--- src/rtl/codec_pkg.sv ---
// rtl/codec_pkg.sv - shared types and constants for the serial codec interface
package codec_pkg;

    typedef enum logic [1:0] {
        HOLD  = 2'd0,
        PRIME = 2'd1,
        RUN   = 2'd2
    } state_t;

    localparam int CNT_W     = 10;
    localparam int SCLK_BIT  = 4;
    localparam int LRCLK_BIT = 9;
    localparam int MCLK_BIT  = 1;

    localparam logic [4:0] SMPL_EDGE = 5'd15;
    localparam logic [4:0] SHFT_EDGE = 5'd31;

    localparam logic [CNT_W-1:0] CNT_MAX = '1;

endpackage

--- src/rtl/codec_clkgen.sv ---
// rtl/codec_clkgen.sv - frame counter, codec clocks and bit/frame edge strobes
module codec_clkgen
    import codec_pkg::*;
(
    input  logic             i_clk,
    input  logic             i_rst_n,
    output logic [CNT_W-1:0] o_cnt,
    output logic             o_mclk,
    output logic             o_sclk,
    output logic             o_lrclk,
    output logic             o_smpl_en,
    output logic             o_shft_en,
    output logic             o_frame_end
);

    logic [CNT_W-1:0] r_cnt;

    // Free-running frame counter; every codec clock is a bit of it
    always_ff @(posedge i_clk or negedge i_rst_n) begin
        if (!i_rst_n) begin
            r_cnt <= '0;
        end else begin
            r_cnt <= r_cnt + CNT_W'(1);
        end
    end

    // Clocks come straight from register bits so they cannot glitch
    assign o_cnt       = r_cnt;
    assign o_mclk      = r_cnt[MCLK_BIT];
    assign o_sclk      = r_cnt[SCLK_BIT];
    assign o_lrclk     = r_cnt[LRCLK_BIT];

    // Strobes mark the clk edge on which SCLK rises, SCLK falls, and the frame wraps
    assign o_smpl_en   = (r_cnt[4:0] == SMPL_EDGE);
    assign o_shft_en   = (r_cnt[4:0] == SHFT_EDGE);
    assign o_frame_end = (r_cnt == CNT_MAX);

endmodule

--- src/rtl/codec_intf.sv ---
// rtl/codec_intf.sv - left-justified 16-bit codec serializer/deserializer with valid strobes
module codec_intf
    import codec_pkg::*;
#(
    parameter int SMPL_W    = 16,
    parameter int VALID_LEN = 32
) (
    input  logic                     clk,
    input  logic                     rst_n,
    input  logic signed [SMPL_W-1:0] lft_out,
    input  logic signed [SMPL_W-1:0] rht_out,
    input  logic                     SDin,
    output logic signed [SMPL_W-1:0] lft_in,
    output logic signed [SMPL_W-1:0] rht_in,
    output logic                     valid,
    output logic                     valid_rise,
    output logic                     valid_fall,
    output logic                     SDout,
    output logic                     MCLK,
    output logic                     SCLK,
    output logic                     LRCLK,
    output logic                     codec_rst_n
);

    localparam int               FRM_W = 2 * SMPL_W;
    localparam logic [CNT_W-1:0] VLEN  = CNT_W'(VALID_LEN);

    logic [CNT_W-1:0]         w_cnt;
    logic                     w_smpl_en;
    logic                     w_shft_en;
    logic                     w_frame_end;

    state_t                   r_state;
    state_t                   w_state_nxt;
    logic                     w_codec_on;
    logic                     w_run;

    logic [FRM_W-1:0]         r_in_shft;
    logic [FRM_W-1:0]         r_out_shft;
    logic signed [SMPL_W-1:0] r_lft_in;
    logic signed [SMPL_W-1:0] r_rht_in;
    logic                     r_captured;

    codec_clkgen u_clkgen (
        .i_clk       (clk),
        .i_rst_n     (rst_n),
        .o_cnt       (w_cnt),
        .o_mclk      (MCLK),
        .o_sclk      (SCLK),
        .o_lrclk     (LRCLK),
        .o_smpl_en   (w_smpl_en),
        .o_shft_en   (w_shft_en),
        .o_frame_end (w_frame_end)
    );

    // Sequencer state register
    always_ff @(posedge clk or negedge rst_n) begin
        if (!rst_n) begin
            r_state <= HOLD;
        end else begin
            r_state <= w_state_nxt;
        end
    end

    // Advance one step per frame wrap: codec held in reset, then one throwaway frame, then run
    always_comb begin
        w_state_nxt = r_state;
        case (r_state)
            HOLD:    if (w_frame_end) w_state_nxt = PRIME;
            PRIME:   if (w_frame_end) w_state_nxt = RUN;
            RUN:     w_state_nxt = RUN;
            default: w_state_nxt = HOLD;
        endcase
    end

    // Codec leaves reset once we are past HOLD; data is only trusted in RUN
    always_comb begin
        w_codec_on = (r_state != HOLD);
        w_run      = (r_state == RUN);
    end

    // ADC deserializer: one bit per SCLK rising edge, MSB of left channel first
    always_ff @(posedge clk or negedge rst_n) begin
        if (!rst_n) begin
            r_in_shft <= '0;
        end else if (w_smpl_en) begin
            r_in_shft <= {r_in_shft[FRM_W-2:0], SDin};
        end
    end

    // Frame-end capture of ADC samples; held stable for the whole following frame
    always_ff @(posedge clk or negedge rst_n) begin
        if (!rst_n) begin
            r_lft_in   <= '0;
            r_rht_in   <= '0;
            r_captured <= 1'b0;
        end else if (w_frame_end) begin
            r_captured <= w_run;
            if (w_run) begin
                r_lft_in <= r_in_shft[FRM_W-1:SMPL_W];
                r_rht_in <= r_in_shft[SMPL_W-1:0];
            end
        end
    end

    // DAC serializer: load at frame wrap beats the shift, shift on SCLK falling edge
    always_ff @(posedge clk or negedge rst_n) begin
        if (!rst_n) begin
            r_out_shft <= '0;
        end else if (w_frame_end) begin
            r_out_shft <= w_run ? {lft_out, rht_out} : '0;
        end else if (w_shft_en) begin
            r_out_shft <= {r_out_shft[FRM_W-2:0], 1'b0};
        end
    end

    assign lft_in      = r_lft_in;
    assign rht_in      = r_rht_in;
    assign SDout       = r_out_shft[FRM_W-1];
    assign codec_rst_n = w_codec_on;

    // Valid window opens at the start of each frame that follows a RUN capture
    assign valid       = r_captured & (w_cnt < VLEN);
    assign valid_rise  = r_captured & (w_cnt == '0);
    assign valid_fall  = r_captured & (w_cnt == VLEN);

endmodule

--- config.mk ---
export PLATFORM = sky130hd
export DESIGN_NAME = codec_intf
export DESIGN_NICKNAME = d
export VERILOG_FILES = /design/src/rtl/codec_pkg.sv /design/src/rtl/codec_clkgen.sv /design/src/rtl/codec_intf.sv
export SDC_FILE = /design/constraint.sdc
export NUM_CORES = 1
export LEC_CHECK = 0
export BUFFER_PORTS_ARGS = -buffer_cell sky130_fd_sc_hd__buf_2
export CORE_UTILIZATION = 56
export CTS_CLUSTER_DIAMETER = 50
export DETAILED_ROUTE_END_ITERATION = 10
export PLACE_DENSITY = 0.79
export SETUP_SLACK_MARGIN = 0.02
export SYNTH_ARGS = -nofsm -noshare
export SYNTH_HDL_FRONTEND = slang
export SYNTH_HIERARCHICAL = 1
export SYNTH_SLANG_ARGS = --single-unit
--- constraint.sdc ---
create_clock -name clk -period 2.1 [get_ports clk]
set_input_delay 0.315 -clock clk [delete_from_list [all_inputs] [get_ports clk]]
set_output_delay 0.315 -clock clk [all_outputs]
set_load 0.05 [all_outputs]
Word level (Yosys, flattened, before mapping). Cells that the tools add are included.

Bits in registers: 109. Output and inout port bits: 40. Word-level logic and storage cells: 32.

Add/sub/neg operators: 1. Order comparisons: 1. Eq/ne operators: 8. Muxes and demuxes: 6. Bitwise logic cells: 3. Reductions and logical operators: 6.

Operator list (number): 32-bit 2-to-1 mux (3); 10-bit by 1-bit adder with 10-bit output (second input constant) (1); 10-bit equality test (second input constant) (1); 10-bit by 6-bit equality test with 1-bit output (second input constant) (1); 10-bit zero test (1); 10-bit by 6-bit less-than comparator with 1-bit output (second input constant) (1); 2-bit case mux with 3 select lines (1); 5-bit by 4-bit equality test with 1-bit output (second input constant) (1); 5-bit equality test (second input constant) (1); 2-bit 2-to-1 mux (2); 2-bit by 1-bit inequality test with 1-bit output (second input constant) (2); 2-bit AND reduction (2); 2-bit nonzero test (2); 1-bit bitwise AND (3); 2-bit by 1-bit equality test with 1-bit output (second input constant) (1); 2-bit equality test (second input constant) (1); 2-bit zero test (1).

Longest topological paths before layout. Gate-level depths: netlist of run 1.

Word-level depth: 3. Mapped depth: 9.

Cells and area by module. The synthesis of run 1 kept the hierarchy.

By module, submodules not included: codec_intf (instances 1, cells each 371, area an instance 4127.7 um^2); codec_clkgen (instances 1, cells each 39, area an instance 461.7 um^2).

Worst setup path before layout of run 1. No wires, ideal clock.

Path kind: register to output. Start: register u_clkgen.r_cnt[1], in the netlist u_clkgen/o_cnt[1]. End: output port valid_fall. Arrival time: 2.089 ns. Data required time: 1.785 ns. Path slack: -0.304 ns. Stages on the path, launching flop included: 5. Path buffers: 1. Cell sequence: dfrtp_1 -> buf_4 -> nor3_1 -> nand2_1 -> nor3_1.

Longest elaborated chain between the ends: 2.

Ends and longest elaborated chain: start, declared (RTL line codec_clkgen.sv:16) `logic [CNT_W-1:0] r_cnt;`; start signal, assigned (RTL line codec_clkgen.sv:23) `r_cnt <= r_cnt + CNT_W'(1);`; 10-bit by 6-bit equality test with 1-bit output (RTL line codec_intf.sv:125) `assign valid_fall = r_captured & (w_cnt == VLEN);`; 1-bit bitwise AND (RTL line codec_intf.sv:125); end, declared (RTL line codec_intf.sv:17) `output logic valid_fall,`.

Every way passes these cells.

Final worst setup path of run 1.
Start: register u_clkgen.r_cnt[7], in the netlist u_clkgen/o_cnt[7]. End: output port valid_fall.

The elaborated chain is that of the path after synthesis.

==> metrics.log, run 1 <==
INFO  metric cts_setup_buffers = 0
INFO  metric core.rowCount = 32
INFO  metric detail_route.drc_violations = 0
INFO  metric unrepaired_setup_endpoints_after_global_routing = no
INFO  metric die_w = roughly 93 um
INFO  metric drv.max_cap_violation_count = 0
INFO  metric cts_buffers = 9
INFO  metric synth_ff_type = sky130_fd_sc_hd__dfrtp_1
INFO  metric crit_required = 1780 ps
INFO  metric detail_route.first_pass.iterations = 4
INFO  metric io_pins = 75
INFO  metric final-setup-viol-count = 0
INFO  metric p_clk_frac = 0.379
INFO  metric grt_pass1_vias = 3,048
INFO  metric async_flop_share = 1.00
INFO  metric reg2reg_setup_slack = 300 ps
INFO  metric cp-start-kind = flop
INFO  metric power.sequential.fraction = 0.598
INFO  metric ys_warn_count = 6
INFO  metric cts.hold.buffers_added = 1
INFO  metric layout-drive-gt1-share = 0.285
INFO  metric worstSkewPairLatency = ~380 ps
INFO  metric share_of_the_clock_period_used_by_the_worst_path = 0.893
INFO  metric wire_per_inst = 13.9 um
INFO  metric pwr-share-comb = 0.023
INFO  metric dpl.cell_count = ~570
INFO  metric dpl_worst_slack = slightly above 300 ps
INFO  metric worst_path_max_delay_cell = sky130_fd_sc_hd__dfrtp_1
INFO  metric gpl.final_weighted_congestion = 0.793
INFO  metric fin_nets = between 500 and 600
INFO  metric grt_start_max_net_pins = slightly above 60
INFO  metric final_core_utilization = 0.673
INFO  metric clkSinkCount = approximately 110
INFO  metric cellLeakagePower = 2.60 nW
INFO  metric yosysSeqAreaShare = 0.594
INFO  metric numPortBuffers = 74
INFO  metric cp_capture_point = valid_fall
INFO  metric layout_setup_ws = 224 ps
INFO  metric r2r-start = u_clkgen/o_cnt[0]
INFO  metric grt_use_total = 0.213
INFO  metric grt_first_pass_wirelength = about 14,000 um
INFO  metric crit_path_start = u_clkgen/o_cnt[7]
INFO  metric syn_avg_cell_area = 11.2 sq um
INFO  metric ys_seq_elements = between 100 and 150
INFO  metric place.detailed.hpwl = 5620 um
INFO  metric grt.overflow.total = 0
INFO  metric min-delay-path-class = primary input to flop
INFO  metric antennaDiodeCount = 0
INFO  metric tns = 0 ps
INFO  metric hold_viol_final = 0
INFO  metric timing.final.max_slew_violations = 0
INFO  metric intPower = 2.71 mW
INFO  metric viasPerCell = 5.07
INFO  metric post-layout-total-power = 3.51 mW
INFO  metric setup.worst_path.end_class = output port
INFO  metric pwr_per_cell_area = around 670 nW/um^2
INFO  metric die_area = ~8600 sq um
INFO  metric fin_skew = 18.4 ps
INFO  metric yosys.area.top_type = sky130_fd_sc_hd__dfrtp_1
INFO  metric cts_resized = 0
INFO  metric post_synth_inst_count = 410
INFO  metric arrival = 1560 ps
INFO  metric tritoncts = built
INFO  metric yosys.area.top_type_share = 0.594
INFO  metric tightestPinTransition = 422 ps
INFO  metric dr.first_iter.drc_count = 151
INFO  metric starting_density_of_the_core = 0.588
INFO  metric status = finished, final reports clean
INFO  metric crit_path_max_fanout = 4
INFO  metric syn_nets = 452
INFO  metric cts.path.max_buffers = 2
INFO  metric power.ir.vdd_worst = 0.000387 V
INFO  metric power.share.switching = 0.228
INFO  metric wirelength = approximately 8000 um
INFO  metric clock_tree.htree_level_count = 3
INFO  metric critical_path.cell_chain = nor2_1, nand3_1, nor3_1, buf_2
INFO  metric regToRegEndpoint = lft_in[5]
INFO  metric grt_antenna_before_repair = 0
INFO  metric synth_most_common_cell = sky130_fd_sc_hd__nand2_1
INFO  metric floorplan.core_area = 7810 sq um
INFO  metric timing.reg2reg.worst_path_depth = 8
INFO  metric switching_power = 0.801 mW
INFO  metric cts.reportedPaths.clkPinSlew = 110 ps
INFO  metric worst_path_largest_cell_delay = about 430 ps
INFO  metric area.growth.synth_to_final = 14.4%
INFO  metric cts.root.buffer_cell = sky130_fd_sc_hd__clkbuf_8
INFO  metric yosys-top-cells-area = sky130_fd_sc_hd__dfrtp_1, sky130_fd_sc_hd__nand2_1, sky130_fd_sc_hd__mux2_2
INFO  metric floorplan.die.height = 92.5 um
INFO  metric synth_enable_flop_cells = 0
INFO  metric vias = about 3,000
INFO  metric fmaxAchievable = 0.533 GHz
INFO  metric ys_types = 27
INFO  metric final_period_minus_worst_setup_slack = 1880 ps
INFO  metric synth.cell_area = roughly 4600 sq um
INFO  metric relative_slew_slack = 0.719
INFO  metric critPathKind = flop to output port
INFO  metric postRouteAntennaNets = 0
INFO  metric layout.cells.non_filler = 589
INFO  metric post_synth_most_frequent_cells = sky130_fd_sc_hd__nand2_1, sky130_fd_sc_hd__dfrtp_1, sky130_fd_sc_hd__mux2i_1
==> stage by stage <==
step	hold WS (ps)	cell area, sq um
after global placement	271	5030
after floorplan	19.4	4590
after CTS	131	5250
after detailed placement	278	5030
final	139	5250
after global routing	149	5250
==> final cells by class <==
cell class,instances,area [sq um]
fillers,600,2560
multi-input cells,268,1640
well taps,102,128
inverters,8,30.0
flip-flops and latches,109,2730
repair buffers,86,515
clock buffers,9,124
clock inverters,7,87.6
==> worst max-delay path, delay by kind of cell (launching register included) <==
kind	cells	cell delay, ps
buffers and inverters	1	290
and+or+nand+nor	3	480
DFF	1	430
==> worst min path at each step <==
| stage | startpoint | end | slack [ps] | depth (start not counted) |
|---|---|---|---|---|
| 5_1_grt | lft_out[0] | r_out_shft[16] | 150 | 3 |
| 6_report | rht_out[15] | r_out_shft[15] | 140 | 3 |
| 3_3_place_gp | rst_n | r_out_shft[16] | 270 | 1 |
| 2_1_floorplan | rst_n | lft_in[0] | 20 | 0 |
| 4_1_cts | rht_out[15] | r_out_shft[15] | 130 | 3 |
| 3_5_place_dp | rst_n | r_out_shft[17] | 280 | 1 |
==> per-layer routing <==
metal | share of wire | GRT usage | wire [um]
met1 | 0.47 | 0.285 | 3840
met2 | 0.47 | 0.348 | 3860
met3 | 0.035 | 0.0361 | 282
met4 | 0.021 | 0.0898 | 173
met5 | 0 | 0 | 0
==> placed cells by master, fill, tap and decap left out, types with 2 or more instances in the layout <==
cell / count
sky130_fd_sc_hd__buf_12: 4
sky130_fd_sc_hd__buf_2: 73
sky130_fd_sc_hd__buf_4: 8
sky130_fd_sc_hd__clkbuf_8: 9
sky130_fd_sc_hd__clkinvlp_4: 2
sky130_fd_sc_hd__dfrtp_1: 109
sky130_fd_sc_hd__ha_1: 6
sky130_fd_sc_hd__inv_1: 8
sky130_fd_sc_hd__inv_8: 3
sky130_fd_sc_hd__mux2_1: 2
sky130_fd_sc_hd__mux2_2: 30
sky130_fd_sc_hd__mux2i_1: 31
sky130_fd_sc_hd__nand2_1: 133
sky130_fd_sc_hd__nand3_1: 5
sky130_fd_sc_hd__nor2_1: 7
sky130_fd_sc_hd__nor3_1: 3
sky130_fd_sc_hd__nor3_2: 2
sky130_fd_sc_hd__o21ai_0: 7
sky130_fd_sc_hd__o21ai_1: 27
sky130_fd_sc_hd__xnor2_1: 2
sky130_fd_sc_hd__xor2_1: 5
==> flip-flops by register name, summed over array words and instances (netlist names) <==
name / count
r_out_shft: 32
r_state: 2
u_clkgen/o_cnt: 10
rht_in: 16
r_in_shft: 32
lft_in: 16
r_captured: 1
==> logic make-up after synthesis <==
kind of cell               count (synthesis)  synth area share
AOI/OAI and AO/OA                         36            0.0406
muxes                                     63             0.146
adders and majority gates                  7            0.0191
and+or+nand+nor                          155             0.136
xor gates and xnor gates                   7            0.0134
DFF                                      109             0.594
buffers and inverters                     33            0.0502
==> power by group through the flow <==
stage	Sequential, mW	Clock (mW)	Combinational (mW)
3_3_place_gp	2.14	0	0.0815
5_1_grt	2.10	1.44	0.0937
4_1_cts	2.10	1.36	0.0846
3_5_place_dp	2.14	0	0.0831
2_1_floorplan	2.14	0	0.00242
6_report	2.10	1.33	0.0817
Power figures use the tool's default switching activity.
==> inputs of run 2 (changes only) <==
--- a/config.mk
+++ b/config.mk
@@ -6,10 +6,13 @@
 export NUM_CORES = 1
 export LEC_CHECK = 0
 export BUFFER_PORTS_ARGS = -buffer_cell sky130_fd_sc_hd__buf_2
-export CORE_UTILIZATION = 56
+export CELL_PAD_IN_SITES_DETAIL_PLACEMENT = 0
+export CELL_PAD_IN_SITES_GLOBAL_PLACEMENT = 1
+export CORE_MARGIN = 1
+export CORE_UTILIZATION = 44
 export CTS_CLUSTER_DIAMETER = 50
 export DETAILED_ROUTE_END_ITERATION = 10
-export PLACE_DENSITY = 0.79
+export PLACE_DENSITY_LB_ADDON = 0.1
 export SETUP_SLACK_MARGIN = 0.02
 export SYNTH_ARGS = -nofsm -noshare
 export SYNTH_HDL_FRONTEND = slang
==> run 2 against run 1 <==
Net effect:
- clock-buffer cell count stayed put
- sequential cell count stayed put
- register-to-register slack hardly changed
- maximum frequency is 1.6% higher
- highest routed layer unchanged
- clock skew is 2.7 ps lower
- core utilization is 14 points lower
- global-route usage is 4.8 points lower
- cell area is 0.64% higher
- setup slack better by 30 ps
- hold slack better by 8.7 ps
- sequential power hardly changed
- sequential share of layout area is 0.33 points lower
==> metrics.log, run 2 (same netlist as run 1, synthesis figures left out) <==
INFO  metric grt_use_total = 0.165 (-0.0482)
INFO  metric tritoncts = built
INFO  metric drv.max_cap_violation_count = 0 (unchanged)
INFO  metric cts_setup_buffers = 0 (unchanged)
INFO  metric starting_density_of_the_core = 0.461 (-0.127)
INFO  metric crit_path_start = u_clkgen/o_cnt[7]
INFO  metric post-layout-total-power = 3.49 mW (-0.57%)
INFO  metric relative_slew_slack = 0.695 (-0.0243)
INFO  metric cts.reportedPaths.clkPinSlew = 100 ps (about the same)
INFO  metric finish.instance_area = 5290 sq um (+0.64%)
INFO  metric dpl.cell_count = 600 (+4.9%)
INFO  metric fin_nets = 521 (-0.57%)
INFO  metric timing.final.max_slew_violations = 0 (unchanged)
INFO  metric die_area = 10,800 sq um (+27%)
INFO  metric wirelength = 8260 um (+1.3%)
INFO  metric postRouteAntennaNets = 0 (unchanged)
INFO  metric crit_path_max_fanout = 4 (unchanged)
INFO  metric dpl_worst_slack = 306 ps (+1.44 ps)
INFO  metric most-common-layout-cells = sky130_fd_sc_hd__nand2_1, sky130_fd_sc_hd__dfrtp_1, sky130_fd_sc_hd__buf_2
INFO  metric layout-drive-gt1-share = 0.281 (-0.00443)
INFO  metric reg2reg_setup_slack = 300 ps (about the same)
INFO  metric critPathKind = flop to output port
INFO  metric hold_viol_final = 0 (unchanged)
INFO  metric regToRegEndpoint = rht_in[13]
INFO  metric grt.overflow.total = 0 (unchanged)
INFO  metric timing.reg2reg.worst_path_depth = 7 (-1)
INFO  metric fmaxAchievable = 0.542 GHz (+1.6%)
INFO  metric switching_power = 0.792 mW (-1.2%)
INFO  metric power.share.switching = 0.227 (-0.00148)
INFO  metric arrival = 1530 ps (-30 ps)
INFO  metric fillers = 939 (+56%)
INFO  metric p_clk_frac = 0.375 (-0.004)
INFO  metric io_pins = 75 (unchanged)
INFO  metric share_of_the_clock_period_used_by_the_worst_path = 0.879 (-0.0144)
INFO  metric viasPerCell = 4.84 (-4.6%)
INFO  metric cellLeakagePower = 2.59 nW (-0.31%)
INFO  metric dr.first_iter.drc_count = 129 (-15%)
INFO  metric placedInstanceArea = 5070 sq um (+0.82%)
INFO  metric antennaDiodeCount = 0 (unchanged)
INFO  metric critical_path.cell_chain = nor2_1, nand3_1, nor3_1, buf_2
INFO  metric detail_route.first_pass.iterations = 3 (-1)
INFO  metric mostFrequentLayoutCell = sky130_fd_sc_hd__nand2_1
INFO  metric grt_first_pass_wirelength = 14,400 um (+1.6%)
INFO  metric floorplan.core_area = 9950 sq um (+28%)
INFO  metric cts_resized = 0 (unchanged)
INFO  metric worstSkewPairLatency = 370 ps (about the same)
INFO  metric cts_buffers = 9 (unchanged)
INFO  metric area.growth.synth_to_final = 15.2%
INFO  metric intPower = 2.70 mW (-0.38%)
INFO  metric cp_num_buf_inv = 1 (unchanged)
INFO  metric whs_path_depth = 3 (unchanged)
INFO  metric floorplan.die.height = 104 um (+13%)
INFO  metric cp-start-kind = flop
INFO  metric cts.path.max_buffers = 2 (unchanged)
INFO  metric grt_pass1_vias = 2,963 (-2.8%)
INFO  metric cts.root.buffer_cell = sky130_fd_sc_hd__clkbuf_8
INFO  metric gpl.final_weighted_congestion = 0.730 (-8.0%)
INFO  metric unrepaired_setup_endpoints_after_global_routing = no
INFO  metric power.ir.vdd_worst = 0.000375 V (-3.0%)
INFO  metric critPathTopFamily = flip-flops
INFO  metric detail_route.drc_violations = 0 (unchanged)
INFO  metric wire_per_inst = 13.4 um (-3.3%)
INFO  metric layout.cells.non_filler = 617 (+4.8%)
INFO  metric largestRegisters = r_in_shft x32, r_out_shft x32
INFO  metric pwr_per_cell_area = 661 nW/um^2 (-1.2%)
INFO  metric clkSinkCount = 109 (unchanged)
INFO  metric worst_path_max_delay_cell = sky130_fd_sc_hd__dfrtp_1
INFO  metric r2r-start = u_clkgen/o_cnt[0]
INFO  metric power.sequential.fraction = 0.601 (+0.003)
INFO  metric setup.worst_path.end_class = output port
INFO  metric tightestPinTransition = 458 ps (+36.4 ps)
INFO  metric grt_antenna_before_repair = 0 (unchanged)
INFO  metric worstHoldEndpoint = r_out_shft[31]
INFO  metric fin_skew = 15.7 ps (-2.69 ps)
INFO  metric cts.hold.buffers_added = 1 (unchanged)
INFO  metric pwr-share-comb = 0.024 (about the same)
INFO  metric final-setup-viol-count = 0 (unchanged)
INFO  metric grt_start_max_net_pins = 41 (-34%)
INFO  metric crit_required = 1780 ps (about the same)
INFO  metric die_w = 104 um (+13%)
INFO  metric place.detailed.hpwl = 5350 um (-4.7%)
INFO  metric clock_tree.htree_level_count = 3 (unchanged)
INFO  metric worst_path_largest_cell_delay = 440 ps (about the same)
INFO  metric min-delay-path-class = primary input to flop
INFO  metric status = finished, final reports clean
INFO  metric vias = 2,984 (-0.10%)
INFO  metric final_core_utilization = 0.531 (-0.142)
INFO  metric layout_setup_ws = 254 ps (+30.3 ps)
INFO  metric hold_path.startpoint = lft_out[15]
INFO  metric final_period_minus_worst_setup_slack = 1850 ps (-30.3 ps)
INFO  metric numPortBuffers = 74 (unchanged)
INFO  metric core.rowCount = 36 (+13%)
==> run 2: worst max-delay path by stage <==
stage	end	slack, ps	cells past startpoint
after CTS	valid_fall	220	4
after global placement	rht_in[3]	360	6
after detailed placement	lft_in[1]	310	6
after floorplan	valid_fall	-300	4
after global routing	rht_in[11]	90	7
final	valid_fall	250	4
==> run 2: area by class of cell <==
cell class              count  area [sq um]  share of cell area
multi-input cells         268          1640               0.310
inverters                   8          30.0             0.00568
well taps                 133           166              0.0315
clock inverters             7          80.1              0.0152
clock buffers               9           124              0.0234
repair buffers             83           518              0.0980
flip-flops and latches    109          2730               0.516
==> run 2: stage by stage <==
stage | hold WS (ps) | TNS, ps
6_report | 148 | 0
5_1_grt | 139 | 0
4_1_cts | 132 | 0
3_5_place_dp | 300 | 0
3_3_place_gp | 292 | 0
2_1_floorplan | 19.4 | -608
==> run 2: routing by layer <==
| layer | global-route usage | vias up | wire length (um) |
|---|---|---|---|
| met5 | 0 | - | 0 |
| met4 | 0.0429 | 0 | 73 |
| met2 | 0.253 | 49 | 3660 |
| met1 | 0.235 | 1449 | 4210 |
| li1 | - | 1479 | - |
| met3 | 0.0420 | 7 | 325 |
==> run 2: tightest hold or removal path: cells and delay by family <==
| kind | cells | cell delay [ps] |
|---|---|---|
| AND/OR/NAND/NOR | 1 | 30 |
| AO/OA/AOI/OAI | 1 | 50 |
| buffers and inverters | 1 | 80 |
==> run 2: power by group through the flow <==
stage	logic (mW)	registers [mW]	clock network, mW
floorplan	0.00242	2.14	0
CTS	0.0887	2.10	1.36
global placement	0.0858	2.14	0
detailed placement	0.0871	2.14	0
global route	0.0964	2.10	1.43
finish	0.0834	2.10	1.31
